===== config.mk =====
export PLATFORM = sky130hd
export DESIGN_NAME = pwm_duty_seq
export DESIGN_NICKNAME = d
export VERILOG_FILES = /design/src/rtl/pwm_pkg.sv /design/src/rtl/pwm_period_timer.sv /design/src/rtl/pwm_duty_seq.sv
export SDC_FILE = /design/constraint.sdc
export NUM_CORES = 1
export LEC_CHECK = 0
export CAP_MARGIN = 30
export CORE_UTILIZATION = 60
export CTS_CLUSTER_SIZE = 30
export DETAILED_ROUTE_END_ITERATION = 6
export PLACE_DENSITY = 0.83
export SLEW_MARGIN = 20
export SYNTH_ARGS = -nofsm -noshare
export SYNTH_HDL_FRONTEND = slang
export SYNTH_SLANG_ARGS = --single-unit
export TNS_END_PERCENT = 50

===== constraint.sdc =====
create_clock -name clk -period 5.46 [get_ports clk]
set_input_delay 1.092 -clock clk [delete_from_list [all_inputs] [get_ports clk]]
set_output_delay 1.092 -clock clk [all_outputs]
set_load 0.1 [all_outputs]

===== src/rtl/pwm_pkg.sv =====
// Shared types and constants for the PWM duty-cycle sequencer family.
// Holds the sequencer state encoding, the 4-bit duty type and the period-length helper.
package pwm_pkg;

  typedef enum logic [2:0] {
    IDLE    = 3'd0,
    ARM     = 3'd1,
    UP      = 3'd2,
    HOLD_HI = 3'd3,
    DOWN    = 3'd4,
    HOLD_LO = 3'd5
  } seq_state_t;

  typedef logic [3:0] duty_t;

  // Clocks per PWM period; must match the value used by the PWM generator.
  function automatic int unsigned calc_cnt_thresh(input int unsigned clk_freq,
                                                  input int unsigned pwm_freq);
    return clk_freq / pwm_freq;
  endfunction

endpackage


===== src/rtl/pwm_period_timer.sv =====
// Free-running PWM period counter; period_tick marks the last clock of every period.
// The tick is registered, so it is high exactly while the count sits at CNT_THRESH-1.
module pwm_period_timer #(
  parameter int unsigned CNT_THRESH = 32'd200_000,
  parameter int unsigned CNT_WIDTH  = (CNT_THRESH > 32'd1) ? $clog2(CNT_THRESH) : 32'd1
) (
  input  logic clk,
  input  logic rst,
  output logic period_tick
);

  localparam logic [CNT_WIDTH-1:0] CNT_MAX = CNT_WIDTH'(CNT_THRESH - 32'd1);
  localparam logic [CNT_WIDTH-1:0] CNT_ONE = CNT_WIDTH'(32'd1);

  logic [CNT_WIDTH-1:0] cnt_q;
  logic [CNT_WIDTH-1:0] cnt_d;
  logic                 tick_q;
  logic                 tick_d;

  // Next count wraps at the period end; tick is precomputed from the next count.
  always_comb begin
    cnt_d = cnt_q;
    if (cnt_q == CNT_MAX) begin
      cnt_d = '0;
    end else begin
      cnt_d = cnt_q + CNT_ONE;
    end
    tick_d = (cnt_d == CNT_MAX);
  end

  // Counter and tick registers.
  always_ff @(posedge clk) begin
    if (rst) begin
      cnt_q  <= '0;
      tick_q <= 1'b0;
    end else begin
      cnt_q  <= cnt_d;
      tick_q <= tick_d;
    end
  end

  assign period_tick = tick_q;

endmodule


===== src/rtl/pwm_duty_seq.sv =====
// Breathing-profile duty sequencer: ramps duty min->max, holds, ramps back, holds again.
// Every duty change lands on the first clock of a PWM period so the generator never glitches.
module pwm_duty_seq
  import pwm_pkg::*;
#(
  parameter int unsigned CLK_FREQ     = 32'd200_000_000,
  parameter int unsigned PWM_FREQ     = 32'd1_000,
  parameter int unsigned STEP_PERIODS = 32'd8
) (
  input  logic       clk,
  input  logic       rst,
  input  logic       cfg_valid,
  output logic       cfg_ready,
  input  logic [3:0] cfg_min,
  input  logic [3:0] cfg_max,
  input  logic [3:0] cfg_hold,
  input  logic       cfg_loop,
  input  logic       stop,
  output logic [3:0] duty_cycle,
  output logic       period_tick,
  output logic       busy,
  output logic       cycle_done,
  output logic       cfg_err
);

  localparam int unsigned CNT_THRESH = calc_cnt_thresh(CLK_FREQ, PWM_FREQ);
  localparam int unsigned CNT_WIDTH  = (CNT_THRESH > 32'd1) ? $clog2(CNT_THRESH) : 32'd1;
  localparam int unsigned STEP_W     = (STEP_PERIODS > 32'd1) ? $clog2(STEP_PERIODS) : 32'd1;
  localparam logic [STEP_W-1:0] STEP_MAX = STEP_W'(STEP_PERIODS - 32'd1);
  localparam logic [STEP_W-1:0] STEP_ONE = STEP_W'(32'd1);

  seq_state_t        state_q;
  seq_state_t        state_d;
  duty_t             duty_q;
  duty_t             duty_d;
  logic [STEP_W-1:0] step_q;
  logic [STEP_W-1:0] step_d;
  logic [3:0]        hold_q;
  logic [3:0]        hold_d;
  duty_t             min_q;
  duty_t             max_q;
  logic [3:0]        hold_cfg_q;
  logic              loop_q;
  logic              stop_pend_q;
  logic              stop_pend_d;
  logic              busy_q;
  logic              ready_q;
  logic              done_q;
  logic              done_d;
  logic              err_q;
  logic              err_d;

  logic              tick_s;
  logic              xfer_s;
  logic              cfg_bad_s;
  logic              latch_s;
  logic              boundary_s;
  logic              hold_end_s;
  logic              flat_s;
  logic              abort_s;
  duty_t             duty_up_s;
  duty_t             duty_dn_s;

  pwm_period_timer #(
    .CNT_THRESH (CNT_THRESH),
    .CNT_WIDTH  (CNT_WIDTH)
  ) u_timer (
    .clk         (clk),
    .rst         (rst),
    .period_tick (tick_s)
  );

  assign xfer_s     = cfg_valid && ready_q;
  assign cfg_bad_s  = (cfg_min > cfg_max);
  assign boundary_s = tick_s && (step_q == STEP_MAX);
  assign hold_end_s = (hold_q == hold_cfg_q);
  assign flat_s     = (min_q == max_q);
  assign duty_up_s  = duty_q + 4'd1;
  assign duty_dn_s  = duty_q - 4'd1;
  // A stop arriving on the tick itself is honoured at that tick rather than a period later.
  assign abort_s    = (state_q != IDLE) && tick_s && (stop_pend_q || stop);

  // Profile FSM: next state, next duty, hold counting and one-cycle pulses.
  always_comb begin
    state_d = state_q;
    duty_d  = duty_q;
    hold_d  = hold_q;
    done_d  = 1'b0;
    err_d   = 1'b0;
    latch_s = 1'b0;
    if (abort_s) begin
      state_d = IDLE;
      duty_d  = 4'd0;
    end else begin
      case (state_q)
        IDLE: begin
          duty_d = 4'd0;
          if (xfer_s && cfg_bad_s) begin
            err_d = 1'b1;
          end else if (xfer_s) begin
            latch_s = 1'b1;
            state_d = ARM;
          end else begin
            state_d = IDLE;
          end
        end
        ARM: begin
          if (tick_s) begin
            duty_d  = min_q;
            hold_d  = 4'd0;
            state_d = flat_s ? HOLD_HI : UP;
          end else begin
            state_d = ARM;
          end
        end
        UP: begin
          if (boundary_s) begin
            duty_d  = duty_up_s;
            hold_d  = 4'd0;
            state_d = (duty_up_s == max_q) ? HOLD_HI : UP;
          end else begin
            state_d = UP;
          end
        end
        HOLD_HI: begin
          if (boundary_s && hold_end_s) begin
            hold_d = 4'd0;
            if (flat_s) begin
              state_d = HOLD_LO;
            end else begin
              duty_d  = duty_dn_s;
              state_d = (duty_dn_s == min_q) ? HOLD_LO : DOWN;
            end
          end else if (boundary_s) begin
            hold_d = hold_q + 4'd1;
          end else begin
            hold_d = hold_q;
          end
        end
        DOWN: begin
          if (boundary_s) begin
            duty_d  = duty_dn_s;
            hold_d  = 4'd0;
            state_d = (duty_dn_s == min_q) ? HOLD_LO : DOWN;
          end else begin
            state_d = DOWN;
          end
        end
        HOLD_LO: begin
          if (boundary_s && hold_end_s) begin
            done_d = 1'b1;
            hold_d = 4'd0;
            if (!loop_q) begin
              state_d = IDLE;
              duty_d  = 4'd0;
            end else if (flat_s) begin
              state_d = HOLD_HI;
            end else begin
              duty_d  = duty_up_s;
              state_d = (duty_up_s == max_q) ? HOLD_HI : UP;
            end
          end else if (boundary_s) begin
            hold_d = hold_q + 4'd1;
          end else begin
            hold_d = hold_q;
          end
        end
        default: begin
          state_d = IDLE;
          duty_d  = 4'd0;
        end
      endcase
    end
  end

  // Step counter and stop-pending flag; a config transfer always leaves the flag clear.
  always_comb begin
    step_d      = step_q;
    stop_pend_d = stop_pend_q;
    if ((state_q == IDLE) || (state_q == ARM)) begin
      step_d = '0;
    end else if (tick_s) begin
      step_d = (step_q == STEP_MAX) ? '0 : (step_q + STEP_ONE);
    end else begin
      step_d = step_q;
    end
    if (xfer_s || (state_q == IDLE) || abort_s) begin
      stop_pend_d = 1'b0;
    end else if (stop) begin
      stop_pend_d = 1'b1;
    end else begin
      stop_pend_d = stop_pend_q;
    end
  end

  // State, counters and registered outputs.
  always_ff @(posedge clk) begin
    if (rst) begin
      state_q     <= IDLE;
      duty_q      <= 4'd0;
      step_q      <= '0;
      hold_q      <= 4'd0;
      stop_pend_q <= 1'b0;
      busy_q      <= 1'b0;
      ready_q     <= 1'b1;
      done_q      <= 1'b0;
      err_q       <= 1'b0;
    end else begin
      state_q     <= state_d;
      duty_q      <= duty_d;
      step_q      <= step_d;
      hold_q      <= hold_d;
      stop_pend_q <= stop_pend_d;
      busy_q      <= (state_d != IDLE);
      ready_q     <= (state_d == IDLE);
      done_q      <= done_d;
      err_q       <= err_d;
    end
  end

  // Latched profile configuration, captured on an accepted transfer.
  always_ff @(posedge clk) begin
    if (rst) begin
      min_q      <= 4'd0;
      max_q      <= 4'd0;
      hold_cfg_q <= 4'd0;
      loop_q     <= 1'b0;
    end else if (latch_s) begin
      min_q      <= cfg_min;
      max_q      <= cfg_max;
      hold_cfg_q <= cfg_hold;
      loop_q     <= cfg_loop;
    end else begin
      min_q      <= min_q;
      max_q      <= max_q;
      hold_cfg_q <= hold_cfg_q;
      loop_q     <= loop_q;
    end
  end

  assign duty_cycle  = duty_q;
  assign period_tick = tick_s;
  assign busy        = busy_q;
  assign cfg_ready   = ready_q;
  assign cycle_done  = done_q;
  assign cfg_err     = err_q;

endmodule


==> results by group, run 1 <==
STA
  • Fin crit share: 60.74%
  • Max Freq: 301.5 MHz
  • Rel. slew slack: 32.76%
  • Min Hold Slack: 480.8 ps
  • Final setup vio count: 0
  • Slew @ Worst Pin: 1005 ps
  • Final min period: about 3300 ps
  • Setup TNS Final: 0 ps
  • Slew Viols, Final: 0
  • Final Hold Viols: 0
  • Clock skew: approximately 9.3 ps
  • RSZ-0062 raised after global routing: false

Global routing
  • Initial antenna violation count: 0
  • Largest net degree at the start of global routing: 27
  • Total Routing Usage GR: 25.93%
  • Gr ovfl total: 0
  • Vias in the first global route: 2282
  • Global-route wire length before repair: roughly 11000 um

Detailed routing
  • Routed WL: 6235 um
  • Residual DRC: 0
  • Via count: 2602
  • TritonRoute pass-1 iters: 5
  • Via density: 6.079
  • 1st-iter DRT viols: 301
  • Detail Route Antenna Nets: 0
  • Avg WL per Cell: 14.57 um

Floorplanning
  • Die Wd: 71.56 um
  • Top-level port count: 26
  • Total die area: 5120 um2
  • Core area: between 4000 and 5000 um2
  • Cell Rows: 24
  • Initial Util: 64.44%
  • Chip height: 71.56 um

Final layout
  • Antenna Cells: 0
  • Area Growth Syn to Fin: 11.59%
  • Share of cells above drive strength 1: 5.585%
  • Nets: roughly 400
  • FILL cells: 372

Clocking
  • Clock sinks: 51
  • # resized after CTS: 0
  • Reg clk slew, reported paths: 100 ps
  • Root buffer cell: clkbuf_8
  • Total CTS buffers: 5
  • Maximum buffer depth of the clock tree: 2
  • H-tree levels: 2
  • Buffers inserted by post-CTS timing repair: 0
  • Worst-skew pair later-pin latency: around 320 ps
  • CTS tree: yes
  • Hold buffer count at cts: 0

Run
  • Max-cap violations: 0

Outcome
  • Status: finished clean

Setup path
  • CP Max Fanout: 15
  • CP Data Arrival Time: 3500 ps
  • CP endpoint kind: flop
  • Crit path required time: 5650 ps
  • Worst Setup SP: cfg_max[1]
  • Critical Path Start Type: input port
  • Crit Path Category: in2reg
  • Critical R2R Launch: step_q[0]

Placed design
  • IO buf count: 25
  • Post-DP HPWL: around 4500 um
  • Gp weighted congestion: 0.8686

Power and ir drop
  • Max VDD drop: 0.2337 mV
  • Pwr dens: 243.0 nW/um2
  • P_leak: 1.191 nW

Min path
  • Hold Crit Class: reg2reg
  • Hold wc startpoint: cfg_ready

Synthesis
  • Synth area leader: dfxtp_1
  • Post-synth top flop: dfxtp_1
  • Sequential share of the synthesized area: 35.17%
  • Post-synth ARST share: 0%
  • Syn nets: 387
  • Number of flops mapped to enable cells by yosys: 0
  • Synth warn: 0
  • Flops & latches, synth: 51
  • Top cells by area, synth: dfxtp_1 35%, a21oi_1 5.7%, nor2_1 5.4%
  • Share of the synthesized area in the top cell type: 35.17%
  • Mapped Cells: 360
  • Cell Area, Synth: 2903 um2
  • Syn Area/Cell: 8.063 um2
  • Synth cell types: 54
==> layout by cell type (no fill, tap or decap), types with 6 or more instances in the layout <==
cell type        count
ha_1                10
nor2_1              42
nand3b_1             6
nand3_1             12
xor2_1              18
nor2b_1              8
xnor2_1             16
nand2_1             33
nor3_1               6
inv_1               11
a21oi_1             33
clkdlybuf4s50_1     25
dfxtp_1             51
o21ai_0             23
==> synthesized netlist by cell type, drive strengths merged (3+ instances only) <==
library cell,instances
a211oi,4
a21o,3
a21oi,35
a22oi,3
a31oi,3
and2,4
and4,4
buf,11
clkbuf,7
dfxtp,51
ha,10
inv,11
mux2i,4
nand2,33
nand2b,3
nand3,12
nand3b,6
nor2,42
nor2b,8
nor3,10
nor3b,3
nor4,5
o211ai,3
o21ai,24
o22ai,4
xnor2,16
xor2,18
==> power breakdown <==
part	internal [mW]	switching [mW]
clock network	0.0943	0.138
registers	0.386	0.0207
logic	0.0546	0.0933
==> cell type report <==
cell class / instances / area [um2] / area share (%)
sequential: 51 / 1021 / 31.52
inverter: 11 / 41.29 / 1.275
clock buffer: 5 / 68.82 / 2.124
timing repair buffer: 26 / 257.7 / 7.957
tap: 52 / 65.06 / 2.008
clock inverter: 3 / 27.53 / 0.8497
multi-input combinational: 280 / 1758 / 54.27
==> critical path, stage by stage <==
cell	delay [ps]
clkdlybuf4s50_1	480
inv_1	50
ha_1	270
nor2b_1	120
o211ai_1	90
a21oi_1	700
nor2_1	200
nor4_2	390
a21oi_1	110
==> worst paths after layout <==
check | to | slack [ps] | cells past startpoint
hold / removal | stop_pend_q | 480 | 1
setup reg to reg | duty_cycle[2] | 3130 | 8
hold reg to reg | stop_pend_q | 480 | 1
setup / recovery | busy | 2140 | 9
==> layer usage <==
metal  GRT usage [%]  wire [um]  vias up
met5               0          0        -
met4           9.368        112        0
met3           4.782        276       13
met2           37.67       2696       82
met1           38.41       3150     1219
li1                -          -     1288
==> logic make-up after synthesis <==
logic type,synth area share [%]
AO/OA/AOI/OAI,18.41
multiplexers,1.379
XOR/XNOR,10.26
AND/OR/NAND/NOR,26.21
adder cells (fa/ha/maj),4.310
flip-flops,35.17
buffers and inverters,4.267
==> sequential cells by signal, indices dropped and copies added (netlist names), 3 cells and up <==
signal and count:
u_timer.cnt_q 18, duty_cycle 4, hold_cfg_q 4, hold_q 4, max_q 4, min_q 4
state_q 3, step_q 3
==> per-stage QoR <==
step / cell area (um2) / util [%] / instances / setup WS, ps / power [mW]
finish: 3239 / 71.92 / 428 / 2144 / 0.7873
floorplan: 2903 / - / 360 / 2931 / 0.5201
CTS: 3232 / 71.75 / 427 / 1888 / 0.7859
detailed placement: 3136 / 69.61 / 419 / 1553 / 0.5595
global route: 3239 / 71.92 / 428 / 1947 / 0.8213
global placement: 3136 / 69.61 / 419 / 1691 / 0.5558
(Power assumes the default switching activity.)
==> inputs of run 2 (changes only) <==
- CORE_UTILIZATION: 60 -> 52
- PLACE_DENSITY: 0.83 -> 0.76
- clock period: 5.46 -> 2.9 ns (I/O delays scaled with it)
==> run 2 against run 1 <==
Effect of this change: die area increased by 15%; power increased by 86%; combinational power increased by 89%; utilization decreased by 9.6 points; sequential share of layout area decreased by 0.22 points; first-iteration DRC count decreased by 28%; clock skew decreased by 3.0 ps; critical path depth decreased by 1; final area increased by 0.70%; routed wire length decreased by 2.6%; via count decreased by 2.4%; setup slack got worse by 1500 ps; largest cell class unchanged; highest routed layer unchanged.
==> results by group, run 2 (same netlist as run 1, synthesis figures left out) <==
Global routing
  • Met1 usage: 30.53% (-7.9 points)
  • GR Layer Usage met2: 33.04% (-4.6 points)
  • M3 GR Usage: 4.286% (-0.50 points)
  • Global-route wire length before repair: 10110 um (-3.9%)
  • Vias in the first global route: 2173 (-4.8%)
  • Gr ovfl total: 0 (unchanged)
  • Largest net degree at the start of global routing: 20 (-26%)
  • Total Routing Usage GR: 21.39% (-4.5 points)
  • Initial antenna violation count: 0 (unchanged)
  • GRT Max-Usage Layer: met2

Final layout
  • Share of cells above drive strength 1: 8.947% (+3.4 points)
  • Top reg by flops: u_timer.cnt_q
  • Area Growth Syn to Fin: 12.37%
  • Largest register FFs: 18 (unchanged)
  • Nets: 406 (+1.0%)
  • Highest-count cells in the layout ignoring fill and taps: 51 x dfxtp_1, 42 x nor2_1, 33 x nand2_1, 33 x a21oi_1, 23 x o21ai_0
  • Commonest non-fill, non-tap cell in the layout: dfxtp_1
  • Antenna Cells: 0 (unchanged)

Setup path
  • CP Max Fanout: 8 (-7)
  • Critical Path Start Type: flop
  • CP Data Arrival Time: 2430 ps (-1070 ps)
  • Worst Setup SP: step_q[0]
  • Critical R2R Launch: step_q[0]
  • Crit Path Category: reg2reg
  • CP endpoint kind: flop
  • Crit path required time: 3110 ps (-2540 ps)

Floorplanning
  • Core area: 5238 um2 (+16%)
  • Chip height: 76.72 um (+7.2%)
  • Total die area: 5885 um2 (+15%)
  • Initial Util: 55.42% (-9.0 points)
  • Top-level port count: 26 (unchanged)
  • Die Wd: 76.72 um (+7.2%)
  • Cell Rows: 26 (+8.3%)

Clocking
  • # resized after CTS: 0 (unchanged)
  • Clock sinks: 51 (unchanged)
  • Hold buffer count at cts: 0 (unchanged)
  • Root buffer cell: clkbuf_8
  • H-tree levels: 2 (unchanged)
  • CTS tree: yes
  • Buffers inserted by post-CTS timing repair: 0 (unchanged)
  • Total CTS buffers: 5 (unchanged)
  • Reg clk slew, reported paths: 100 ps (about the same)
  • Maximum buffer depth of the clock tree: 2 (unchanged)
  • Worst-skew pair later-pin latency: 310 ps (about the same)

STA
  • Final worst slack: 687.0 ps (-1456 ps)
  • Final min period: 2213 ps
  • Final setup vio count: 0 (unchanged)
  • Slew @ Worst Pin: 600.4 ps (-405.0 ps)
  • Slew Viols, Final: 0 (unchanged)
  • Max Freq: 451.9 MHz
  • Fin crit share: 76.31%
  • Clock skew: 6.208 ps (-3.050 ps)
  • Rel. slew slack: 59.92% (+27 points)
  • Setup TNS Final: 0 ps (unchanged)
  • Final Hold Viols: 0 (unchanged)
  • RSZ-0062 raised after global routing: false
  • Min Hold Slack: 488.6 ps (+7.804 ps)

Outcome
  • Status: finished clean

Placed design
  • Post-DP HPWL: 4507 um (+0.50%)
  • IO buf count: 25 (unchanged)
  • Pre-CTS setup slack: 386.2 ps (-1166 ps)
  • Gp weighted congestion: 0.8422 (-3.0%)

Detailed routing
  • TritonRoute pass-1 iters: 4 (-1)
  • Avg WL per Cell: 13.49 um (-7.4%)
  • 1st-iter DRT viols: 217 (-28%)
  • Via count: 2539 (-2.4%)
  • Detail Route Antenna Nets: 0 (unchanged)
  • Via density: 5.642 (-7.2%)
  • Residual DRC: 0 (unchanged)
  • Routed WL: 6071 um (-2.6%)

Power and ir drop
  • Overall Power: 1.463 mW (+86%)
  • Max VDD drop: 0.3171 mV (+36%)
  • Pwr dens: 448.7 nW/um2 (+85%)
  • P_leak: 1.220 nW (+2.4%)

Min path
  • Hold wc startpoint: step_q[1]
  • Hold Crit Class: reg2reg

Run
  • Max-cap violations: 0 (unchanged)
==> run 2: area by class of cell <==
cell class	count	area (um2)
fill	483	1976
tap	70	87.58
clock inverter	3	20.02
timing repair buffer	30	265.3
clock buffer	5	68.82
inverter	11	41.29
sequential	51	1021
multi-input combinational	280	1758
==> run 2: metal layers <==
metal | share of wire [%] | vias up
li1 | - | 1299
met1 | 51 | 1176
met2 | 44 | 56
met3 | 4.0 | 8
met4 | 0.86 | 0
met5 | 0 | -
==> run 2: worst max-delay path, cell delays in order, from the launching register on <==
cell and delay (ps):
dfxtp_1 360, ha_1 160, ha_1 270, nand2_1 130
nor2_1 270, o211ai_1 150, a21oi_2 360, o21ai_0 150
a32o_1 270
==> run 2: stage by stage <==
step / util, % / instance area, um2 / instances
after floorplan: - / 2903 / 360
after global placement: 60.58 / 3173 / 442
after detailed placement: 60.58 / 3173 / 442
after CTS: 62.28 / 3262 / 450
after global routing: 62.28 / 3262 / 450
final: 62.28 / 3262 / 450
==> run 2: final timing paths <==
| path | endpoint | slack, ps | cells after the start |
|---|---|---|---|
| worst max-delay path | duty_cycle[2] | 690 | 8 |
| worst min-delay path | step_q[1] | 490 | 2 |
| worst max register to register | duty_cycle[2] | 690 | 8 |
| worst min register to register | step_q[1] | 490 | 2 |
==> run 2: report_power, final <==
| part | total (mW) | internal (mW) | switching (mW) | leakage, nW |
|---|---|---|---|---|
| Clock | 0.417 | 0.168 | 0.248 | 0.0402 |
| Sequential | 0.767 | 0.727 | 0.0396 | 0.414 |
| Combinational | 0.280 | 0.106 | 0.173 | 0.766 |
| Total | 1.46 | 1.00 | 0.461 | 1.22 |
==> inputs of run 3 (changes only) <==
- CORE_UTILIZATION: 52 -> 57
- PLACE_DENSITY: 0.76 -> 0.79
- clock period: 2.9 -> 2.25 ns (I/O delays scaled with it)
==> run 3 against run 2 <==
Effect of this change: power increased by 40%; final area grew 3.7%; clock power grew 64%; count of clock-buffer cells in the layout up 1; combinational power grew 35%; die area is 8.6% lower.
==> results by group, run 3 (same netlist as run 1, synthesis figures left out) <==
Floorplanning
  • Initial Util: 60.26% (+4.8 points)
  • Die Wd: 73.36 um (-4.4%)
  • Total die area: 5382 um2 (-8.6%)
  • Chip height: 73.36 um (-4.4%)
  • Top-level port count: 26 (unchanged)
  • Core area: 4817 um2 (-8.0%)
  • Cell Rows: 25 (-3.8%)

Setup path
  • Worst path top cell family by delay: buffers and inverters
  • WP buf/inv: 3 (+3)
  • CP Max Fanout: 13 (+5)
  • Worst path cell trace: clkdlybuf4s50_1 > inv_1 > ha_1 > nor2b_1 > o211ai_1 > a21oi_1 > nor2_1 > buf_4 > nand2_1 > a21oi_1
  • Crit Path Category: in2reg
  • Reg2Reg Setup Slack: 260 ps (-430 ps)
  • Worst stage delay on the critical path: 470 ps (+110 ps)
  • CP Data Arrival Time: 2280 ps (-150 ps)
  • CP endpoint kind: flop
  • Crit path required time: 2500 ps (-610 ps)
  • Critical R2R Launch: u_timer.cnt_q[6]
  • RR Endpoint: u_timer.period_tick
  • Critical Path Start Type: input port
  • FF-to-FF path depth: 6 (-2)
  • CP max-delay cell: clkdlybuf4s50_1
  • CP dominant cell by count: a21oi_1
  • Critical path depth: 10 (+2)

Final layout
  • Nets: 416 (+2.5%)
  • Post-Layout Inst Area: 3382 um2 (+3.7%)
  • Share of cells above drive strength 1: 12.05% (+3.1 points)
  • Largest register FFs: 18 (unchanged)
  • FILL cells: 408 (-16%)
  • Commonest non-fill, non-tap cell in the layout: dfxtp_1
  • Antenna Cells: 0 (unchanged)
  • Highest-count cells in the layout ignoring fill and taps: 48 x dfxtp_1, 42 x nor2_1, 33 x nand2_1, 33 x a21oi_1
  • Area Growth Syn to Fin: 16.51%
  • Top reg by flops: u_timer.cnt_q

Placed design
  • Gp weighted congestion: 0.9544 (+13%)
  • Post-DP HPWL: 4752 um (+5.4%)
  • IO buf count: 25 (unchanged)
  • Placed Instance Area: 3261 um2 (+2.8%)

STA
  • Setup TNS Final: 0 ps (unchanged)
  • Slew Viols, Final: 0 (unchanged)
  • Slew @ Worst Pin: 461.3 ps (-139.2 ps)
  • Max Freq: 491.7 MHz
  • Final min period: 2034 ps
  • Final Hold Viols: 0 (unchanged)
  • Clock skew: 9.270 ps (+3.062 ps)
  • RSZ-0062 raised after global routing: false
  • Fin crit share: between 90 and 100%
  • Rel. slew slack: 69.18% (+9.3 points)
  • Final setup vio count: 0 (unchanged)

Run
  • Max-cap violations: 0 (unchanged)

Detailed routing
  • Via count: 2616 (+3.0%)
  • 1st-iter DRT viols: 294 (+35%)
  • Residual DRC: 0 (unchanged)
  • TritonRoute pass-1 iters: 4 (unchanged)
  • Avg WL per Cell: 13.95 um (+3.4%)
  • Via density: 5.724 (+1.5%)
  • Detail Route Antenna Nets: 0 (unchanged)
  • Routed WL: 6377 um (+5.0%)

Min path
  • Hold depth: 2 (unchanged)
  • Hold wc startpoint: step_q[1]
  • Hold Crit Class: reg2reg
  • Hold EP: step_q[1]

Global routing
  • Global-route wire length before repair: 10960 um (+8.4%)
  • Total Routing Usage GR: 26.24% (+4.8 points)
  • Largest net degree at the start of global routing: 22 (+10%)
  • Initial antenna violation count: 0 (unchanged)
  • Gr ovfl total: 0 (unchanged)
  • Vias in the first global route: 2377 (+9.4%)

Clocking
  • Root buffer cell: clkbuf_8
  • Reg clk slew, reported paths: 100 ps (about the same)
  • Buffers inserted by post-CTS timing repair: 0 (unchanged)
  • Worst-skew pair later-pin latency: 320 ps (about the same)
  • Maximum buffer depth of the clock tree: 2 (unchanged)
  • H-tree levels: 2 (unchanged)
  • Clock sinks: 51 (unchanged)
  • Total CTS buffers: 5 (unchanged)
  • CTS tree: yes
  • Hold buffer count at cts: 0 (unchanged)
  • # resized after CTS: 0 (unchanged)

Power and ir drop
  • Pwr dens: 605.8 nW/um2 (+35%)
  • P_leak: 1.296 nW (+6.2%)
  • Max VDD drop: 0.4149 mV (+31%)

Outcome
  • Status: finished clean
[run 3: worst max-delay path by stage]
stage / slack (ps) / startpoint / endpoint
final: 220 / cfg_max[1] / hold_cfg_q[1]
after global placement: -40 / cfg_max[1] / state_q[0]
after CTS: 230 / cfg_max[1] / state_q[0]
after detailed placement: -110 / cfg_max[1] / state_q[0]
after global routing: 30 / cfg_max[1] / state_q[0]
after floorplan: -60 / u_timer.period_tick / duty_cycle[2]
[run 3: per-layer routing]
metal	track usage (%)	up-vias	part of all wire [%]
li1	-	1316	-
met1	37.26	1222	49
met2	40.12	72	45
met3	6.036	6	5.4
met4	6.624	0	0.89
met5	0	-	0
[run 3: metrics by stage]
step / util (%) / cells / power, mW / setup WS [ps] / hold WS [ps]
floorplan: - / 360 / 1.263 / -56.77 / 449.8
global placement: 67.69 / 449 / 1.373 / -38.78 / 460.9
detailed placement: 67.69 / 449 / 1.382 / -106.5 / 471.4
CTS: 70.21 / 457 / 2.061 / 234.5 / 483.7
global route: 70.21 / 457 / 2.143 / 33.60 / 509.3
finish: 70.21 / 457 / 2.049 / 216.2 / 480.6
[run 3: where the power goes]
part / internal, mW / switching [mW] / total (mW)
clock: 0.366 / 0.318 / 0.684
combinational: 0.147 / 0.232 / 0.379
sequential: 0.938 / 0.0476 / 0.986
[run 3: area by class of cell]
| cell class | instances | area [um2] | area share (%) |
|---|---|---|---|
| Clock buffer | 6 | 82.58 | 2.442 |
| Clock inverter | 2 | 38.79 | 1.147 |
| Inverter | 11 | 41.29 | 1.221 |
| Multi-Input combinational cell | 280 | 1758 | 51.98 |
| Sequential cell | 51 | 1025 | 30.30 |
| Tap cell | 67 | 83.83 | 2.479 |
| Timing Repair Buffer | 40 | 352.8 | 10.43 |
[run 3: worst register-to-register path, delay by kind of cell, from the launching register on]
family          cells  cell delay [ps]
compound gates      1              330
flops               1              370
simple gates        5             1180
